$ cat config.mk
export PLATFORM = sky130hd
export DESIGN_NAME = complex_product_accumulator
export DESIGN_NICKNAME = d
export VERILOG_FILES = /design/src/rtl/complex_product_accumulator.sv
export SDC_FILE = /design/constraint.sdc
export NUM_CORES = 1
export LEC_CHECK = 0
export BUFFER_PORTS_ARGS = -buffer_cell sky130_fd_sc_hd__buf_2
export CAP_MARGIN = 20
export CORE_MARGIN = 4
export CORE_UTILIZATION = 35
export CTS_CLUSTER_SIZE = 16
export DETAILED_ROUTE_END_ITERATION = 12
export SYNTH_ARGS = -nofsm -noshare
export SYNTH_HDL_FRONTEND = slang
export SYNTH_SLANG_ARGS = --single-unit
$ cat constraint.sdc
create_clock -name clk -period 2.52 [get_ports clk]
set_input_delay 0 -clock clk [delete_from_list [all_inputs] [get_ports clk]]
set_output_delay 0 -clock clk [all_outputs]
set_load 0.01 [all_outputs]
$ cat src/rtl/complex_product_accumulator.sv
`default_nettype none
// ============================================================================
//  Module      : complex_product_accumulator
//  Description : Sums a burst of packed signed complex products {re,im}
//                received on a valid/ready stream into widened per-half
//                accumulators, then presents the complex sum once on a
//                valid/ready output. A job is opened with start/len.
//  Revision    : 1.0 - initial release
// ============================================================================
module complex_product_accumulator #(
  parameter  int PROD_WIDTH = 64,
  parameter  int LEN_W      = 8,
  localparam int HALF       = PROD_WIDTH / 2,
  localparam int ACC_W      = HALF + LEN_W
) (
  input  logic                   clk,
  input  logic                   rst_n,
  input  logic                   start,
  input  logic [LEN_W-1:0]       len,
  input  logic                   in_valid,
  output logic                   in_ready,
  input  logic [PROD_WIDTH-1:0]  in_prod,
  output logic                   out_valid,
  input  logic                   out_ready,
  output logic [2*ACC_W-1:0]     out_sum,
  output logic                   busy,
  output logic                   done
);

  localparam logic [1:0] c_idle = 2'd0;
  localparam logic [1:0] c_acc  = 2'd1;
  localparam logic [1:0] c_out  = 2'd2;

  logic [1:0]              r_state;
  logic [1:0]              w_state_nxt;
  logic [LEN_W-1:0]        r_count;
  logic signed [ACC_W-1:0] r_acc_re;
  logic signed [ACC_W-1:0] r_acc_im;
  logic [2*ACC_W-1:0]      r_sum;
  logic                    r_done;

  logic                    w_beat;
  logic                    w_last_beat;
  logic signed [ACC_W-1:0] w_re_ext;
  logic signed [ACC_W-1:0] w_im_ext;
  logic signed [ACC_W-1:0] w_acc_re_nxt;
  logic signed [ACC_W-1:0] w_acc_im_nxt;

  // Each half is sign-extended by LEN_W bits, enough headroom for a
  // full-length burst of full-scale products.
  assign w_re_ext     = {{LEN_W{in_prod[PROD_WIDTH-1]}}, in_prod[PROD_WIDTH-1:HALF]};
  assign w_im_ext     = {{LEN_W{in_prod[HALF-1]}}, in_prod[HALF-1:0]};
  assign w_acc_re_nxt = r_acc_re + w_re_ext;
  assign w_acc_im_nxt = r_acc_im + w_im_ext;

  assign w_beat      = in_valid && in_ready;
  assign w_last_beat = w_beat && (r_count == LEN_W'(1));

  // State register
  always_ff @(posedge clk or negedge rst_n) begin
    if (!rst_n) begin
      r_state <= c_idle;
    end else begin
      r_state <= w_state_nxt;
    end
  end

  // Next-state logic; start is only looked at in IDLE
  always_comb begin
    w_state_nxt = r_state;
    case (r_state)
      c_idle: if (start) w_state_nxt = (len == '0) ? c_out : c_acc;
      c_acc:  if (w_last_beat) w_state_nxt = c_out;
      c_out:  if (out_ready) w_state_nxt = c_idle;
      default: w_state_nxt = c_idle;
    endcase
  end

  // Outputs decoded from state plus the registered datapath results
  always_comb begin
    in_ready  = (r_state == c_acc);
    out_valid = (r_state == c_out);
    busy      = (r_state != c_idle);
    done      = r_done;
    out_sum   = r_sum;
  end

  // Accumulators, beat counter, result register and done pulse
  always_ff @(posedge clk or negedge rst_n) begin
    if (!rst_n) begin
      r_acc_re <= '0;
      r_acc_im <= '0;
      r_count  <= '0;
      r_sum    <= '0;
      r_done   <= 1'b0;
    end else begin
      r_done <= (r_state == c_out) && out_ready;
      if ((r_state == c_idle) && start) begin
        r_acc_re <= '0;
        r_acc_im <= '0;
        r_count  <= len;
        // An empty job goes straight to OUT with a zero sum.
        if (len == '0) r_sum <= '0;
      end
      if (w_beat) begin
        r_acc_re <= w_acc_re_nxt;
        r_acc_im <= w_acc_im_nxt;
        r_count  <= r_count - LEN_W'(1);
      end
      // Capture the final sum including the last beat, so out_sum only
      // changes on the way into OUT and is stable while waiting there.
      if (w_last_beat) r_sum <= {w_acc_re_nxt, w_acc_im_nxt};
    end
  end

endmodule
`default_nettype wire

## After elaboration in Yosys (flattened, before gate mapping)

Index checks and enable logic that the tools add are counted.

- Add/subtract/negate cells: 3
- Eq/ne operators: 6
- Multiplexer cells: 13
- Reductions and logical operators: 12

Operator list:

| kind | count |
|---|---|
| 2-to-1 mux 80 bit | 3 |
| 2-to-1 mux 40 bit | 3 |
| adder 40 x 32 -> 40 bit | 2 |
| 2-to-1 mux 8 bit | 2 |
| == test 8 x 1 -> 1 bit (second input constant) | 1 |
| zero test 8 bit | 1 |
| 2-to-1 mux 2 bit | 4 |
| nonzero test 2 bit | 4 |
| subtractor 8 x 1 -> 8 bit (second input constant) | 1 |
| one-hot mux 2 bit (3 select lines) | 1 |
| logical AND 1 bit | 4 |
| != test 2 x 1 -> 1 bit (second input constant) | 2 |
| AND reduction 3 bit | 1 |
| == test 2 x 1 -> 1 bit (second input constant) | 1 |
| == test 2 bit (second input constant) | 1 |
| zero test 2 bit | 1 |
| != test 2 bit (second input constant) | 1 |
| AND reduction 2 bit | 1 |

- Register bits after elaboration: 171
- Input bits: 77
- Output and inout port bits: 84
- Word-level logic and storage cells: 40

## Longest topological paths before layout

- Depth after elaboration: 5
- Gate-level depth with buffers: 11
- Gate-level depth less buffers: 11

## Worst setup path before layout

No wires, ideal clock.

- Path kind: flip-flop to flip-flop
- Start: reg r_acc_re[0]
- End: reg r_sum[78] (netlist: out_sum[78])
- Library setup time: 0.121 ns
- Arrival time: 2.537 ns
- Required time: 2.399 ns
- Path slack: -0.138 ns
- Stages on the path, launching flop included: 12
- Path buffers: 0
- Cells stage by stage: dfrtp_1 -> ha_1 -> fa_1 -> a21o_1 -> a221oi_2 -> a21oi_1 -> o2111ai_2 -> o221a_2 -> o21ai_1 -> a21oi_1 -> xnor2_1 -> a22o_1

- Word-level cells in the longest chain between the ends: 2

RTL lines:

| what | line | source |
|---|---|---|
| start: declaration | 37 | `logic signed [ACC_W-1:0] r_acc_re;` |
| start signal: assignment | 106 | `r_acc_re <= w_acc_re_nxt;` |
| adder 40 x 32 -> 40 bit | 53 | `assign w_acc_re_nxt = r_acc_re + w_re_ext;` |
| 2-to-1 mux 80 bit | 112 | `if (w_last_beat) r_sum <= {w_acc_re_nxt, w_acc_im_nxt};` |
| end signal: assignment | 112 |  |
| end: declaration | 39 | `logic [2*ACC_W-1:0] r_sum;` |

Every way passes these cells.
A chain may end at the register's enable or synchronous reset.

## Final worst setup path

- Start: reg r_acc_re[0]
- End: reg r_acc_re[16]

- Word-level cells in the longest chain between the ends: 2

RTL lines:

| what | line | source |
|---|---|---|
| adder 40 x 32 -> 40 bit | 53 |  |
| 2-to-1 mux 40 bit | 105 | `if (w_beat) begin` |

Every way passes these cells.

==> impl_metrics.ini <==
[cts]
cts_buffers = 17
insertion_delay_ns = 0.44
cts_tree = built
cts_max_level = 4
cts_root_buf = clkbuf_16
cts.sinks = 171
clockBufferDepth = 2
clk_pin_slew_ns = 0.07

[critical_path]
crit_chain = ha_4, fa_2, a21o_1, a221oi_4, a21oi_4, buf_6, and2_4, o21ai_4, a21oi_2, a221oi_2, xnor2_1, a22o_1
critPathMaxStageDelay_ns = 0.41
crit_required_ns = 2.85
crit_buf_inv = 1
critPathLaunchType = flop
worst-path-max-fanout = 3
worst_path_dominant_cell_family = compound AO/OA/AOI/OAI gates
end_kind = flop
arrival_ns = 3.10
worst-setup-path-type = flop to flop
slowest_stage = dfrtp_1

[route]
ant_nets = 0
drt_pre_antenna_iters = 6
totalWireLength_mm = 33.0
viasPerCell = 5.50
route.detailed.drc = 0
routedWlPerCell_um = 18.6
num_vias = 9736
drt-initial-drc-count = 668

[timing]
worst_pin_slew_ns = 1.05
rsz0062_at_grt = yes
maxSlewViolCount = 0
fin_hold_ws_ns = 0.0560
clock.fmax_mhz = 362
finalHoldViolations = 0
fin_ws_ns = -0.243
maxSlewHeadroom_pct = 30.1
skew_ns = 0.0136
period_minus_slack_ns = 2.76
setup_violations = 46
fin_crit_sh_pct = 110

[synth]
synth_area_leader_cell = dfrtp_1
synth_compound_area_share_pct = 29.5
synthSimpleGateAreaFrac_pct = 11.7
synthArstFlopShare_pct = 100
synth_most_common_cell = dfrtp_1
synth_top_family_by_area = compound AO/OA/AOI/OAI gates
syn_area_mm2 = 0.0107
synth_warnings = 0
synth_edf_count = 0
ys_seq_area_share_pct = 40.0
synth_xor_area_share_pct = 6.06
synthMuxAreaShare_pct = 0.0936
syn_area_per_cell_um2 = 9.92
synth_ff_type = dfrtp_1
synth_commonest_cells = dfrtp_1, a22o_1, a21oi_1
synthCells = 1078
synthTopCellsByArea = dfrtp_1, a22o_1, ha_1
yosysUniqueCellTypes = 79
synth_fa_ha_area_share_pct = 9.74
synth_nets = 1237
synth_top_area_share_pct = 40.0
synth_seq_cells = 171

[global_routing]
grt_usage_pct = 19.0
grt_pass1_vias = 9903
globalRouteOverflowTotal = 0
antenna_found_initial = 1
grt_first_pass_wirelength_mm = 51.8
grt_max_degree = 83

[pwr]
ir_worst_vdd_mv = 0.571
seq_power_share_pct = 22.7
cellPowerDensity_mw_per_mm2 = 1300
p_comb_share_pct = 62.1
p_clk_share_pct = 15.2
switchingPower_mw = 7.91
p_leak_nw = 7.12
intPower_mw = 11.3
swShare_pct = 41.2
total_power_mw = 19.2

[placement]
pre_cts_ws_ns = -0.269
io_buffers = 160
dp_cells = 1704
finalWeightedCongestion = 0.905
hpwl_mm = 22.6

[worst_hold_path]
hold_path_class = input port to flop

[final_layout]
final_util_pct = 49.4
layout.nets = 1526
fill_cells = 2744
layout-drive-gt1-share_pct = 36.2
fin_cells = 1771
area_growth_pct = 37.9

[floorplanning]
core_mm2 = 0.0299
start_util_pct = 35.8
die-area_mm2 = 0.0334
die_w_um = 183
num_io_pins = 161
rows = 63
die_y_um = 183

[outcome]
status = finished, violations left
violations = setup timing

[run]
drv_cap = 0
[power groups by stage]
stage / clock [mW] / combinational (mW) / sequential (mW)
final: 2.92 / 11.9 / 4.36
after CTS: 2.99 / 10.9 / 4.33
after detailed placement: 0 / 9.98 / 4.32
after global placement: 0 / 9.89 / 4.31
after global routing: 3.10 / 13.0 / 4.47
after floorplan: 0 / 6.61 / 4.30
[final timing paths]
check,to,slack [ns],from,depth (start not counted)
setup reg to reg,r_acc_re[16],-0.24,r_acc_re[0],12
hold reg to reg,out_sum[79],0.48,out_sum[79],2
min in group asynchronous,r_acc_im[9],0.12,rst_n,2
hold / removal,r_acc_im[0],0.06,in_prod[0],3
setup / recovery,r_acc_re[16],-0.24,r_acc_re[0],12
max in group asynchronous,r_acc_im[0],1.56,rst_n,3
[cell type report]
class	count	area (um2)	share of cell area [%]
clock buffer	19	453	3.07
clock inverter	13	191	1.30
inverter	22	82.6	0.560
multi-input combinational	831	7080	48.0
timing repair buffer	324	2160	14.7
antenna	1	2.50	0.0170
sequential	171	4280	29.0
tap	390	488	3.31
[worst min-delay path: stages]
cell	delay [ns]
buf_2	0.17
ha_4	0.16
a22o_1	0.13
[routing by layer]
| metal | wire, um | GRT usage [%] | vias to the layer above |
|---|---|---|---|
| met5 | 17 | 0 | - |
| met4 | 361 | 3.66 | 2 |
| met3 | 1730 | 3.61 | 31 |
| met2 | 15800 | 31.9 | 230 |
| met1 | 15100 | 25.9 | 4800 |
| li1 | - | - | 4673 |
[logic make-up (layout without fill, tap and decap cells)]
kind of cell | after synthesis | after routing
AO/OA/AOI/OAI | 424 | 425
AND/OR/NAND/NOR | 249 | 249
flip-flops | 171 | 171
adder cells (fa/ha/maj) | 82 | 82
buffers and inverters | 77 | 378
XOR/XNOR | 74 | 74
multiplexers | 1 | 1
other | 0 | 1
[what timing repair did]
action                     4_1_cts  5_1_grt
resized for setup               94       86
hold endpoints to repair        71        0
hold buffers                    11        0
buffers inserted                11       14
gates cloned                     0        1
setup endpoints to repair       73       96
pin swaps                       45       48
[cells in the final DEF (no fill, tap or decap), drive strengths merged, types with 19 or more instances in the layout]
master,netlist,layout
nand2,82,82
nor2,48,48
a21o,40,40
dfrtp,171,171
a22o,142,142
xor2,23,23
ha,80,80
o21ai,55,55
xnor2,51,51
inv,22,23
clkbuf,44,19
nand3,23,23
buf,11,313
a21oi,87,88
[state kept, by name (all words and copies together) (netlist names)]
signal and count:
out_sum 80, r_acc_im 40, r_acc_re 40, r_count 8, r_state 2, done 1
[metrics by stage]
| stage | area [um2] | TNS, ns |
|---|---|---|
| 2_1_floorplan | 10700 | -0.0643 |
| 3_3_place_gp | 12800 | -6.31 |
| 3_5_place_dp | 12800 | -8.19 |
| 4_1_cts | 14200 | -4.17 |
| 5_1_grt | 14700 | -11.32 |
| 6_report | 14700 | -4.25 |
No activity file was read; power rests on OpenSTA's default activity.
